**config.mk**
```make
export PLATFORM = sky130hd
export DESIGN_NAME = prio_grant_arbiter_flat
export DESIGN_NICKNAME = d
export VERILOG_FILES = /design/src/rtl/prio_grant_arbiter_pkg.sv /design/src/rtl/prio_grant_arbiter_if.sv /design/src/rtl/prio_grant_arbiter_rr_pick.sv /design/src/rtl/prio_grant_arbiter.sv /design/src/flat_wrapper.sv
export SDC_FILE = /design/constraint.sdc
export NUM_CORES = 1
export LEC_CHECK = 0
export BUFFER_PORTS_ARGS = -buffer_cell sky130_fd_sc_hd__buf_2
export CAP_MARGIN = 5
export CORE_UTILIZATION = 53
export DETAILED_ROUTE_END_ITERATION = 10
export HOLD_SLACK_MARGIN = 0.08
export PLACE_DENSITY = 0.75
export RECOVER_POWER = 50
export SYNTH_ARGS = -nofsm -noshare
export SYNTH_HDL_FRONTEND = slang
export SYNTH_HIERARCHICAL = 1
export SYNTH_SLANG_ARGS = --single-unit
```
**constraint.sdc**
```tcl
create_clock -name clk -period 2.4 [get_ports clk]
set_input_delay 0.12 -clock clk [delete_from_list [all_inputs] [get_ports clk]]
set_output_delay 0.12 -clock clk [all_outputs]
set_load 0.05 [all_outputs]
```
**src/rtl/prio_grant_arbiter_pkg.sv**
```systemverilog
// rtl/prio_grant_arbiter_pkg.sv - shared types and helpers for the priority grant arbiter
// Contents:
//   state_t : FSM state encoding (ST_IDLE = 1'b0, ST_GRANT = 1'b1)
//   clog2   : index width helper, never returns less than 1
package arb_pkg;

    typedef enum logic {
        ST_IDLE  = 1'b0,
        ST_GRANT = 1'b1
    } state_t;

    // Width needed to hold indices 0..value-1. The result is clamped to at least 1
    // so that a 1-bit field still exists for the degenerate small cases.
    function automatic int clog2(input int value);
        int result;
        int v;
        result = 0;
        v      = value - 1;
        while (v > 0) begin
            result = result + 1;
            v      = v >> 1;
        end
        return (result < 1) ? 1 : result;
    endfunction

endpackage

```
**src/rtl/prio_grant_arbiter_if.sv**
```systemverilog
// rtl/prio_grant_arbiter_if.sv - request/grant bundle between requesters and the arbiter
// Signals:
//   req    : level request per requester            (requester -> arbiter)
//   gnt    : registered one-hot grant, zero if idle  (arbiter -> requester)
//   gnt_id : binary index of current/last owner      (arbiter -> requester)
//   busy   : high while a grant is active            (arbiter -> requester)
//   expire : one-cycle pulse after a hold-limit end  (arbiter -> requester)
// Modports: master = requester side, slave = arbiter side.
interface prio_grant_arbiter_if
    import arb_pkg::*;
#(
    parameter int NUM_REQ = 3
);
    localparam int IDW = clog2(NUM_REQ);

    logic [NUM_REQ-1:0] req;
    logic [NUM_REQ-1:0] gnt;
    logic [IDW-1:0]     gnt_id;
    logic               busy;
    logic               expire;

    modport master (
        output req,
        input  gnt,
        input  gnt_id,
        input  busy,
        input  expire
    );

    modport slave (
        input  req,
        output gnt,
        output gnt_id,
        output busy,
        output expire
    );

endinterface

```
**src/rtl/prio_grant_arbiter_rr_pick.sv**
```systemverilog
// rtl/prio_grant_arbiter_rr_pick.sv - combinational winner pick, round-robin or fixed priority
// Ports:
//   req_i   : request vector
//   last_i  : index of the previous owner; search starts just above it when RR_EN=1
//   win_o   : winning index (0 when nothing requests)
//   valid_o : at least one request is set
module rr_pick
    import arb_pkg::*;
#(
    parameter int NUM_REQ = 3,
    parameter bit RR_EN   = 1'b1,
    parameter int IDW     = clog2(NUM_REQ)
) (
    input  logic [NUM_REQ-1:0] req_i,
    input  logic [IDW-1:0]     last_i,
    output logic [IDW-1:0]     win_o,
    output logic               valid_o
);

    logic [2*NUM_REQ-1:0] dbl;
    logic [2*NUM_REQ-1:0] masked;
    int                   start;

    // The request vector is doubled so a search beginning at 'start' can run
    // upward past the top index and wrap into the low requesters without a
    // second encoder. Bits below 'start' in the lower copy are masked off; the
    // upper copy supplies the wrapped-around candidates.
    always_comb begin
        start   = 0;
        dbl     = {req_i, req_i};
        masked  = '0;
        win_o   = '0;
        valid_o = |req_i;
        if (RR_EN) begin
            start = (int'(last_i) + 1) % NUM_REQ;
        end
        for (int i = 0; i < 2 * NUM_REQ; i++) begin
            masked[i] = dbl[i] && (i >= start);
        end
        // Scan high to low so the lowest set position is the final assignment.
        for (int i = 2 * NUM_REQ - 1; i >= 0; i--) begin
            if (masked[i]) begin
                win_o = IDW'((i >= NUM_REQ) ? (i - NUM_REQ) : i);
            end
        end
    end

endmodule

```
**src/rtl/prio_grant_arbiter.sv**
```systemverilog
// rtl/prio_grant_arbiter.sv - registered one-hot grant arbiter with hold limit
// Ports:
//   clk   : clock, all state updates on the rising edge
//   rst_n : asynchronous active-low reset
//   bus   : slave side of prio_grant_arbiter_if (req in; gnt, gnt_id, busy, expire out)
// Parameters: NUM_REQ (2..8), MAX_HOLD (>=1), RR_EN (1 round-robin, 0 fixed, req[0] first)
module prio_grant_arbiter
    import arb_pkg::*;
#(
    parameter int NUM_REQ  = 3,
    parameter int MAX_HOLD = 8,
    parameter bit RR_EN    = 1'b1
) (
    input  logic                 clk,
    input  logic                 rst_n,
    prio_grant_arbiter_if.slave  bus
);

    localparam int IDW = clog2(NUM_REQ);
    localparam int HW  = clog2(MAX_HOLD + 1);

    state_t             state_q,  state_d;
    logic [NUM_REQ-1:0] gnt_q,    gnt_d;
    logic [IDW-1:0]     gnt_id_q, gnt_id_d;
    logic               expire_q, expire_d;
    logic [HW-1:0]      hold_q,   hold_d;
    logic [IDW-1:0]     last_q,   last_d;

    logic [IDW-1:0]     pick_id;
    logic               pick_valid;

    rr_pick #(
        .NUM_REQ (NUM_REQ),
        .RR_EN   (RR_EN),
        .IDW     (IDW)
    ) u_pick (
        .req_i   (bus.req),
        .last_i  (last_q),
        .win_o   (pick_id),
        .valid_o (pick_valid)
    );

    always_ff @(posedge clk or negedge rst_n) begin
        if (!rst_n) begin
            state_q  <= ST_IDLE;
            gnt_q    <= '0;
            gnt_id_q <= '0;
            expire_q <= 1'b0;
            hold_q   <= '0;
            last_q   <= IDW'(NUM_REQ - 1);
        end else begin
            state_q  <= state_d;
            gnt_q    <= gnt_d;
            gnt_id_q <= gnt_id_d;
            expire_q <= expire_d;
            hold_q   <= hold_d;
            last_q   <= last_d;
        end
    end

    // Arbitration only happens in IDLE, so every release is followed by at
    // least one dead cycle and the pick there already sees the updated 'last'.
    always_comb begin
        state_d  = state_q;
        gnt_d    = gnt_q;
        gnt_id_d = gnt_id_q;
        expire_d = 1'b0;
        hold_d   = hold_q;
        last_d   = last_q;
        case (state_q)
            ST_IDLE: begin
                gnt_d  = '0;
                hold_d = '0;
                if (pick_valid) begin
                    state_d  = ST_GRANT;
                    gnt_d    = NUM_REQ'(1) << pick_id;
                    gnt_id_d = pick_id;
                    hold_d   = HW'(1);
                end
            end
            ST_GRANT: begin
                if (!bus.req[gnt_id_q]) begin
                    state_d = ST_IDLE;
                    gnt_d   = '0;
                    hold_d  = '0;
                    last_d  = gnt_id_q;
                end else if (hold_q == HW'(MAX_HOLD)) begin
                    // Owner still requesting at the limit: preempt it.
                    state_d  = ST_IDLE;
                    gnt_d    = '0;
                    hold_d   = '0;
                    expire_d = 1'b1;
                    last_d   = gnt_id_q;
                end else begin
                    hold_d = hold_q + HW'(1);
                end
            end
            default: begin
                state_d = ST_IDLE;
                gnt_d   = '0;
                hold_d  = '0;
            end
        endcase
    end

    assign bus.gnt    = gnt_q;
    assign bus.gnt_id = gnt_id_q;
    assign bus.busy   = (state_q == ST_GRANT);
    assign bus.expire = expire_q;

endmodule

```
**src/flat_wrapper.sv**
```systemverilog
// flat-port wrapper written by rule: the top's interface ports become plain ports
module prio_grant_arbiter_flat import arb_pkg::*;
#(
    parameter int NUM_REQ  = 3,
    parameter int MAX_HOLD = 8,
    parameter bit RR_EN    = 1'b1
)
  (clk, rst_n, bus_req, bus_gnt, bus_gnt_id, bus_busy, bus_expire);
  prio_grant_arbiter_if #(.NUM_REQ(NUM_REQ)) bus_i ();
  input  logic clk;
  input  logic rst_n;
  input wire logic [$bits(bus_i.req)-1:0] bus_req;
  output wire logic [$bits(bus_i.gnt)-1:0] bus_gnt;
  output wire logic [$bits(bus_i.gnt_id)-1:0] bus_gnt_id;
  output wire logic [$bits(bus_i.busy)-1:0] bus_busy;
  output wire logic [$bits(bus_i.expire)-1:0] bus_expire;
  assign bus_i.req = bus_req;
  assign bus_gnt = bus_i.gnt;
  assign bus_gnt_id = bus_i.gnt_id;
  assign bus_busy = bus_i.busy;
  assign bus_expire = bus_i.expire;
  prio_grant_arbiter #(.NUM_REQ(NUM_REQ), .MAX_HOLD(MAX_HOLD), .RR_EN(RR_EN)) u_core (.clk(clk), .rst_n(rst_n), .bus(bus_i));
endmodule
```
== After elaboration in Yosys (flattened, before gate mapping) ==
Cells that the tools add are included.
Storage, ports and cells
  register bits after elaboration: 13
  input bits: 5
  output and inout port bits: 7
  word-level logic and storage cells: 55
Operators by class
  $add $sub $neg: 2
  divide/modulo/power cells: 1
  $lt $le $gt $ge: 7
  equality and inequality tests: 3
  shift-type cells: 1
  mux-type cells: 25
  bitwise operators: 1
  reductions and logical operators: 9
Operators by type and width (number)
  $ge 3x32->1 const A: 2
  $ge 4x32->1 const A: 2
  $ge 1x32->1 const A: 1
  $ge 2x32->1 const A: 1
  $mod 32x3->32 const B: 1
  $mux 2: 8
  $mux 3: 3
  $mux 1: 8
  $mux 4: 2
  $pmux 4 s2: 1
  $logic_and 1x1->1: 6
  $pmux 3 s2: 1
  $add 4x1->4 const B: 1
  $eq 4x4->1 const B: 1
  $reduce_and 2->1: 2
  $add 2x1->3 const B: 1
  $lt 2x3->1 const B: 1
  $ne 3x3->1 const B: 1
  $reduce_or 3->1: 1
  $shl 1x2->3 const A: 1
  $bmux 1 s2: 1
  $ne 2x2->1 const B: 1
  $pmux 1 s2: 1
  $not 1->1: 1

== Depth between registers and ports, before layout ==
Gate-level depths: netlist (run 1).
  word-level depth: 13
  depth in mapped cells: 13
  gate-level depth less buffers: 13

== Modules after synthesis ==
Netlist (run 1), hierarchy kept.
Modules (own cells, without submodules)
  prio_grant_arbiter: instances 1, cells each 49, area an instance 555.5 µm², sequential area each 326.6 µm²
  rr_pick: instances 1, cells each 28, area an instance 211.5 µm², sequential area each 0.0 µm²

== Worst setup path before layout (run 1) ==
No wires, ideal clock.
  path type: register to register
  from: reg u_core.last_q[0]
  to: reg u_core.gnt_q[1] (netlist: u_core/bus.gnt[1])
  setup time: 0.101 ns
  arrival: 1.943 ns
  data required time: 2.299 ns
  path slack: 0.356 ns
  stages on the path, launching flop included: 12
  buffers on the path: 0
  clock period less this slack: 2.044 ns
  cell sequence: dfrtp_1 ha_1 inv_1 ha_1 inv_1 ha_1 nor2b_1 o21ai_1 a21oi_1 a311oi_2 inv_1 o32ai_1
Between the ends
  elaborated cells on any way between the ends: 23
  classes of those cells: add/sub: 1; div: 1; order compare: 6; shift: 1; mux: 8; reduce/logical: 6
RTL lines
  start: declaration: RTL line prio_grant_arbiter.sv:27  | logic [IDW-1:0] last_q, last_d;
  start signal: assignment: RTL line prio_grant_arbiter.sv:50  | last_q <= IDW'(NUM_REQ - 1);
  start signal: assignment: RTL line prio_grant_arbiter.sv:57  | last_q <= last_d;
  $add 2x1->3 (*): RTL line prio_grant_arbiter_rr_pick.sv:35  | start = (int'(last_i) + 1) % NUM_REQ;
  $mod 32x3->32 (*): RTL line prio_grant_arbiter_rr_pick.sv:35
  $ge 4x32->1: RTL line prio_grant_arbiter_rr_pick.sv:38  | masked[i] = dbl[i] && (i >= start);
  $logic_and 1x1->1: RTL line prio_grant_arbiter_rr_pick.sv:38
  $mux 2 (4 in series): RTL line prio_grant_arbiter_rr_pick.sv:42  | if (masked[i]) begin
  $mux 2 (*): RTL line prio_grant_arbiter_rr_pick.sv:42
  named net u_core.pick_id[0]: RTL line prio_grant_arbiter.sv:29  | logic [IDW-1:0] pick_id;
  $shl 1x2->3 (*): RTL line prio_grant_arbiter.sv:76  | gnt_d = NUM_REQ'(1) << pick_id;
  $mux 3 (*): RTL line prio_grant_arbiter.sv:74  | if (pick_valid) begin
  $pmux 3 s2 (*): RTL line prio_grant_arbiter.sv:70  | case (state_q)
  end signal: assignment: RTL line prio_grant_arbiter.sv:53  | gnt_q <= gnt_d;
  end: declaration: RTL line prio_grant_arbiter.sv:23  | logic [NUM_REQ-1:0] gnt_q, gnt_d;
The timed path passes the listed nets; every way through them passes the cells marked *.
A chain may end at the register's enable or synchronous reset.

== Worst setup path in the final report (run 1) ==
  from: reg u_core.last_q[1]
  to: reg u_core.gnt_q[1] (netlist: u_core/bus.gnt[1])
Same word-level chain as after synthesis.

==> metrics.yaml, run 1 <==
path_class: "flip-flop to flip-flop"
final_layout_size_suffix_gt1_share_pct: 24.47
ff2ff_path_depth: 10
syn_nets: 92
ios: 12
slowest_stage: "dfstp_2"
crit_top_cell: "ha_1"
avgSynthCellArea_um2: 9.961
avgViaCountPerCell: 5.367
clk_latency_ns: 0.27
cts_buffers: 3
die_w_um: 40.04
drv_slew: 0
slew_headroom_pct: 54.89
irDropWorstVdd_v: 0.0008390
io_buffers: 11
synth_edf_count: 0
synth_area_leaders: "dfrtp_1, ha_1, inv_1"
layoutNonFillerInstCount: 109
leakagePower_nw: 0.4288
critPathTopFamily: "compound AO/OA/AOI/OAI gates"
syn_area_um2: 767.0
path_cells: "buf_4, ha_1, nand3_2, ha_1, nor2b_1, o21ai_1, a21oi_1, a311oi_2, inv_1, o32ai_2"
initial_core_util_pct: 58.21
nNetsFinal: 110
finalWorstSetupSlack_ns: 0.1221
grt-ovfl-total: 0
path_max_fanout: 5
ys_seq_area_share_pct: 42.58
grt_pass1_wl_um: 1876
synth_compound_area_share_pct: 11.26
period_minus_slack_ns: 2.278
place_hpwl_um: 940.3
die_h_um: 40.04
cp.arrival_ns: 2.46
cp-end-kind: "flip-flop"
core_um2: 1318
synth_top_area_cell: "dfrtp_1"
n_antenna_cell: 0
yosys_warnings: 6
async_reset_ff_share_pct: 100.0
max_freq_ghz: 0.4390
synthAdderAreaFrac_pct: 16.31
routedWlPerCell_um: 12.09
grt_util_all_layers_pct: 17.92
synthFlopType: "dfrtp_1"
finalPower_w: 0.001112
wl_um: 1318
htreeDepth: 1
dr.pass1.iters: 4
synth_xor_xnor_area_share_pct: 2.284
place_ws_ns: 0.1259
cts-root-buf: "clkbuf_4"
cts.sinks: 13
hold_violations: 0
finalSetupTns_ns: 0
finalSetupViolations: 0
die-area_um2: 1603
crit_cells: 10
yosysTopAreaCellShare_pct: 39.15
clockBufferDepth: 2
syn_inst: 77
synth_cell_types: 26
synth_mux_area_share_pct: 5.710
drv_cap: 0
antenna_found_initial: 0
worst_clock_skew_ns: 0.005706
grt_pass1_vias: 439
ant_nets: 0
path_clk_slew_ns: 0.08
required_ns: 2.58
max_slew.worst_pin.slew_ns: 0.6766
vias: 585
synth_top_family_by_area: "adder cells"
startpoint_type: "flip-flop"
worst-path-buf-inv: 2
crit_path_max_incr_delay_ns: 0.58
hold_depth: 5
period_share_pct: 94.91
synth_seq_cells: 13
worstHoldPathType: "input pin to flip-flop"
yosys.area_share.simple_pct: 15.99
synthMostInstantiatedCell: "dfrtp_1"
netlist_top_cells_count: "dfrtp_1, inv_1, ha_1"
gp_congestion: 0.8543
cellPowerDensity_nw_per_um2: 1226
grt_max_degree: 14
drcViolationCount: 0
place_inst: 102
rsz0062_at_grt: "false"
area_growth_syn_to_layout_pct: 18.27
outcome: "completed"
final_core_util_pct: 68.85
drt_iter0_markers: 11
cts_tree: "built"
row_count: 13
[power by group]
group / switching (W) / total [W] / internal, W
Sequential: 0.0000818 / 0.000383 / 0.000301
Combinational: 0.000377 / 0.000599 / 0.000222
Clock: 0.0000664 / 0.000131 / 0.0000644
Total: 0.000525 / 0.00111 / 0.000587
[stage by stage]
| stage | cell area, um^2 | hold slack, ns |
|---|---|---|
| 4_1_cts | 873.3 | 0.2540 |
| 3_5_place_dp | 837.1 | 0.01931 |
| 6_report | 907.1 | 0.2727 |
| 2_1_floorplan | 767.0 | -0.1756 |
| 3_3_place_gp | 837.1 | 0.01552 |
| 5_1_grt | 907.1 | 0.3013 |
[what timing repair did]
| item | CTS | global route |
|---|---|---|
| hold endpoints to repair | 13 | 0 |
| setup endpoints to repair | 0 | 1 |
| hold buffers | 1 | 0 |
| gates resized for setup | 0 | 5 |
| setup buffers | 0 | 2 |
[flip-flops by register name (all words and copies together) (netlist names)]
name and cells:
u_core/hold_q 4, u_core/bus.gnt 3, u_core/bus.gnt_id 2, u_core/last_q 2, u_core/bus.busy 1, u_core/bus.expire 1
[kinds of logic after synthesis]
kind of cell | count (synthesis)
simple gates | 24
compound gates | 12
flops | 13
buf+inv | 12
xor+xnor | 2
fa+ha+maj | 10
mux | 4
[cells in the final DEF (no fill, tap or decap)]
cell type,Yosys,routed
inv_1,11,11
dfrtp_1,12,11
ha_1,10,8
buf_2,0,7
nand2_1,7,7
clkbuf_1,1,5
nor2_1,5,5
o21ai_0,4,4
clkbuf_4,0,3
nand3_1,3,3
mux2_2,3,3
nand3b_1,2,2
and3_1,2,2
nand2b_1,2,2
buf_4,0,2
dlygate4sd3_1,0,1
mux2i_1,1,1
o21ai_2,1,1
xnor2_1,1,1
xor2_1,1,1
a21boi_1,1,1
o32ai_2,0,1
o32ai_1,2,1
dfrtp_2,0,1
dfstp_2,1,1
nand3_2,1,1
o31ai_1,1,1
nor2b_1,1,1
o21ai_1,1,1
a21oi_1,1,1
a311oi_2,1,1
or3_1,1,1
ha_2,0,1
ha_4,0,1
[path summary, 6_finish.rpt]
path | start | to | slack (ns)
setup / recovery | u_core/last_q[1] | u_core/bus.gnt[1] | 0.12
setup reg to reg | u_core/last_q[1] | u_core/bus.gnt[1] | 0.12
hold / removal | bus_req[2] | u_core/bus.expire | 0.27
max in group asynchronous | rst_n | u_core/last_q[0] | 1.54
hold reg to reg | u_core/bus.gnt[1] | u_core/bus.gnt[1] | 0.53
min in group asynchronous | rst_n | u_core/bus.gnt[2] | 0.39
[final cells by class]
class                   instances  area (um^2)
clock buffers                   4        26.28
fillers                       111        410.4
inverters                      11        41.29
multi-input cells              52        417.9
flip-flops and latches         13        327.8
well taps                      15        18.77
repair buffers                 14        75.07
[worst min-delay path: cells and delay by family]
| family | cells | cell delay, ns |
|---|---|---|
| AO/OA/AOI/OAI | 1 | 0.07 |
| buffers and inverters | 1 | 0.12 |
| AND/OR/NAND/NOR | 3 | 0.20 |
[routing by layer]
metal | vias to the layer above | GRT usage, % | wire length, um
met2 | 18 | 27.42 | 638
met1 | 272 | 23.43 | 617
li1 | 295 | - | -
met3 | 0 | 8.333 | 63
met4 | 0 | 2.586 | 0
met5 | - | 0 | 0
(Power assumes the default switching activity.)
==> run 2, diff against run 1 <==
CORE_UTILIZATION = 35   (was 53)
PLACE_DENSITY = unset   (was 0.75)
SLEW_MARGIN = 0   (was unset)
==> run 2 against run 1 <==
Net effect: sequential share of layout area decreased by 0.64 points; combinational power about the same; via count increased by 3.2%; non-clock buffer count unchanged; total power increased by 0.65%; global-route usage decreased by 3.0 points; critical path depth increased by 1; register-to-register slack improved by 0.06 ns; worst setup slack improved by 0.056 ns; fmax increased by 2.5%; sequential cell count unchanged; critical path type unchanged.
==> metrics.yaml, run 2 (synthesis results as in run 1) <==
routedWlPerCell_um: 11.85  # -2.0%
finalPower_w: 0.001119  # +0.65%
required_ns: 2.58  # about the same
fillers: 207  # +86%
pwr-share-seq_pct: 34.0  # -0.4 points
core_um2: 2002  # +52%
antenna_found_initial: 0  # unchanged
rsz0062_at_grt: "false"
startpoint_type: "flip-flop"
row_count: 16  # +3
layout_common_cells: "inv_1, dfrtp_1, buf_2, ha_1, nand2_1"
grt_max_degree: 14  # unchanged
finalSetupTns_ns: 0  # unchanged
vias: 604  # +3.2%
irDropWorstVdd_v: 0.0006757  # -19%
crit_top_cell: "inv_1"
path_max_fanout: 4  # -1
outcome: "completed"
initial_core_util_pct: 38.31  # -20 points
worst_clock_skew_ns: 0.004751  # -0.0009550 ns
io_buffers: 11  # unchanged
die_w_um: 48.81  # +22%
final_core_util_pct: 46.13  # -23 points
n_antenna_cell: 0  # unchanged
clk_latency_ns: 0.27  # about the same
cellPowerDensity_nw_per_um2: 1212  # -1.1%
switchingPower_w: 0.0005278  # +0.57%
drcViolationCount: 0  # unchanged
htreeDepth: 1  # unchanged
worstHoldPathType: "input pin to flip-flop"
max_freq_ghz: 0.4500  # +2.5%
cts_buffers: 3  # unchanged
slowest_stage: "dfstp_2"
ant_nets: 0  # unchanged
place_hpwl_um: 1044  # +11%
dr.pass1.iters: 4  # unchanged
grt_pass1_wl_um: 2697  # +44%
path_class: "flip-flop to flip-flop"
leakagePower_nw: 0.4339  # +1.2%
cts.sinks: 13  # unchanged
area_growth_syn_to_layout_pct: 20.39
cts-root-buf: "clkbuf_4"
avgViaCountPerCell: 4.992  # -7.0%
wl_um: 1434  # +8.8%
period_share_pct: 92.59  # -2.3 points
nNetsFinal: 110  # unchanged
slew_headroom_pct: 53.57  # -1.3 points
drt_iter0_markers: 13  # +2
hold_violations: 0  # unchanged
grt_util_all_layers_pct: 14.95  # -3.0 points
switching_share_pct: 47.15  # about the same
drv_slew: 0  # unchanged
final_layout_size_suffix_gt1_share_pct: 25.53  # +1.1 points
clockBufferDepth: 2  # unchanged
p_clk_share_pct: 12.2  # +0.4 points
grt-ovfl-total: 0  # unchanged
cts_tree: "built"
max_slew.worst_pin.slew_ns: 0.6965  # +0.01988 ns
largest_reg_flops: 4  # unchanged
place_area_um2: 852.1  # +1.8%
die_h_um: 48.81  # +22%
design_area_um2: 923.4  # +1.8%
gp_congestion: 0.7111  # -17%
hold_ws_ns: 0.2767  # +0.004019 ns
cp-end-kind: "flip-flop"
ios: 12  # unchanged
path_cells: "ha_2, inv_1, ha_4, inv_1, ha_1, nor2b_1, o21ai_1, a21oi_1, a311oi_2, buf_4, o32ai_1"
path_clk_slew_ns: 0.08  # about the same
period_minus_slack_ns: 2.222  # -0.05579 ns
p_comb_share_pct: 53.8  # about the same
p_int_w: 0.0005916  # +0.73%
die-area_um2: 2382  # +49%
grt_pass1_vias: 629  # +43%
cp.arrival_ns: 2.40  # -0.06 ns
finalSetupViolations: 0  # unchanged
drv_cap: 0  # unchanged
top_register: "u_core/hold_q"
crit_path_max_incr_delay_ns: 0.57  # about the same
run 2: cell count changes in the layout (fill, tap and decap cells not counted), sizes merged:
| cell | before | now |
|---|---|---|
| clkbuf | 8 | 7 |
| buf | 9 | 10 |
run 2: final timing paths:
| kind | slack, ns | start | cells after the start | end |
|---|---|---|---|---|
| max | 0.18 | u_core/last_q[1] | 11 | u_core/bus.gnt[0] |
| min | 0.28 | bus_req[2] | 5 | u_core/bus.expire |
| max reg2reg | 0.18 | u_core/last_q[1] | 11 | u_core/bus.gnt[0] |
| min reg2reg | 0.52 | u_core/bus.gnt[1] | 2 | u_core/bus.gnt[1] |
| max in group asynchronous | 1.52 | rst_n | 2 | u_core/last_q[0] |
| min in group asynchronous | 0.40 | rst_n | 2 | u_core/hold_q[0] |
run 2: metal layers:
layer | wire length (um) | GRT usage, %
met5 | 0 | 0
met4 | 13 | 2.941
met3 | 53 | 5.607
met2 | 735 | 25.00
met1 | 631 | 18.38
run 2: power groups by stage:
stage | clock network [W] | logic, W | registers (W)
finish | 0.000136 | 0.000602 | 0.000381
global route | 0.000160 | 0.000680 | 0.000397
CTS | 0.000140 | 0.000558 | 0.000383
detailed placement | 0 | 0.000555 | 0.000385
global placement | 0 | 0.000547 | 0.000381
floorplan | 0 | 0.000305 | 0.000510
run 2: layout make-up:
cell class	count	area [um^2]	share of cell area, %
clock buffer	4	26.28	2.846
inverter	11	41.29	4.472
multi-input combinational	52	417.9	45.26
sequential	13	327.8	35.50
tap	27	33.78	3.659
timing repair buffer	14	76.32	8.266
run 2: critical path: cells and delay by family, from the launching register on:
kind / cells / cell delay (ns)
flops: 1 / 0.57
compound gates: 4 / 0.55
buf+inv: 3 / 0.28
simple gates: 1 / 0.13
fa+ha+maj: 3 / 0.59
run 2: repair_timing:
action / 4_1_cts / 5_1_grt
hold buffers: 1 / 0
hold endpoints to repair: 13 / 0
endpoints found under the setup margin: 0 / 3
buffers inserted: 0 / 2
gates resized for setup: 0 / 5
run 2: through the flow:
stage | worst slack, ns | cells
3_3_place_gp | 0.1540 | 114
4_1_cts | 0.09157 | 119
3_5_place_dp | 0.1139 | 114
5_1_grt | 0.005910 | 121
6_report | 0.1779 | 121
2_1_floorplan | 0.3560 | 77
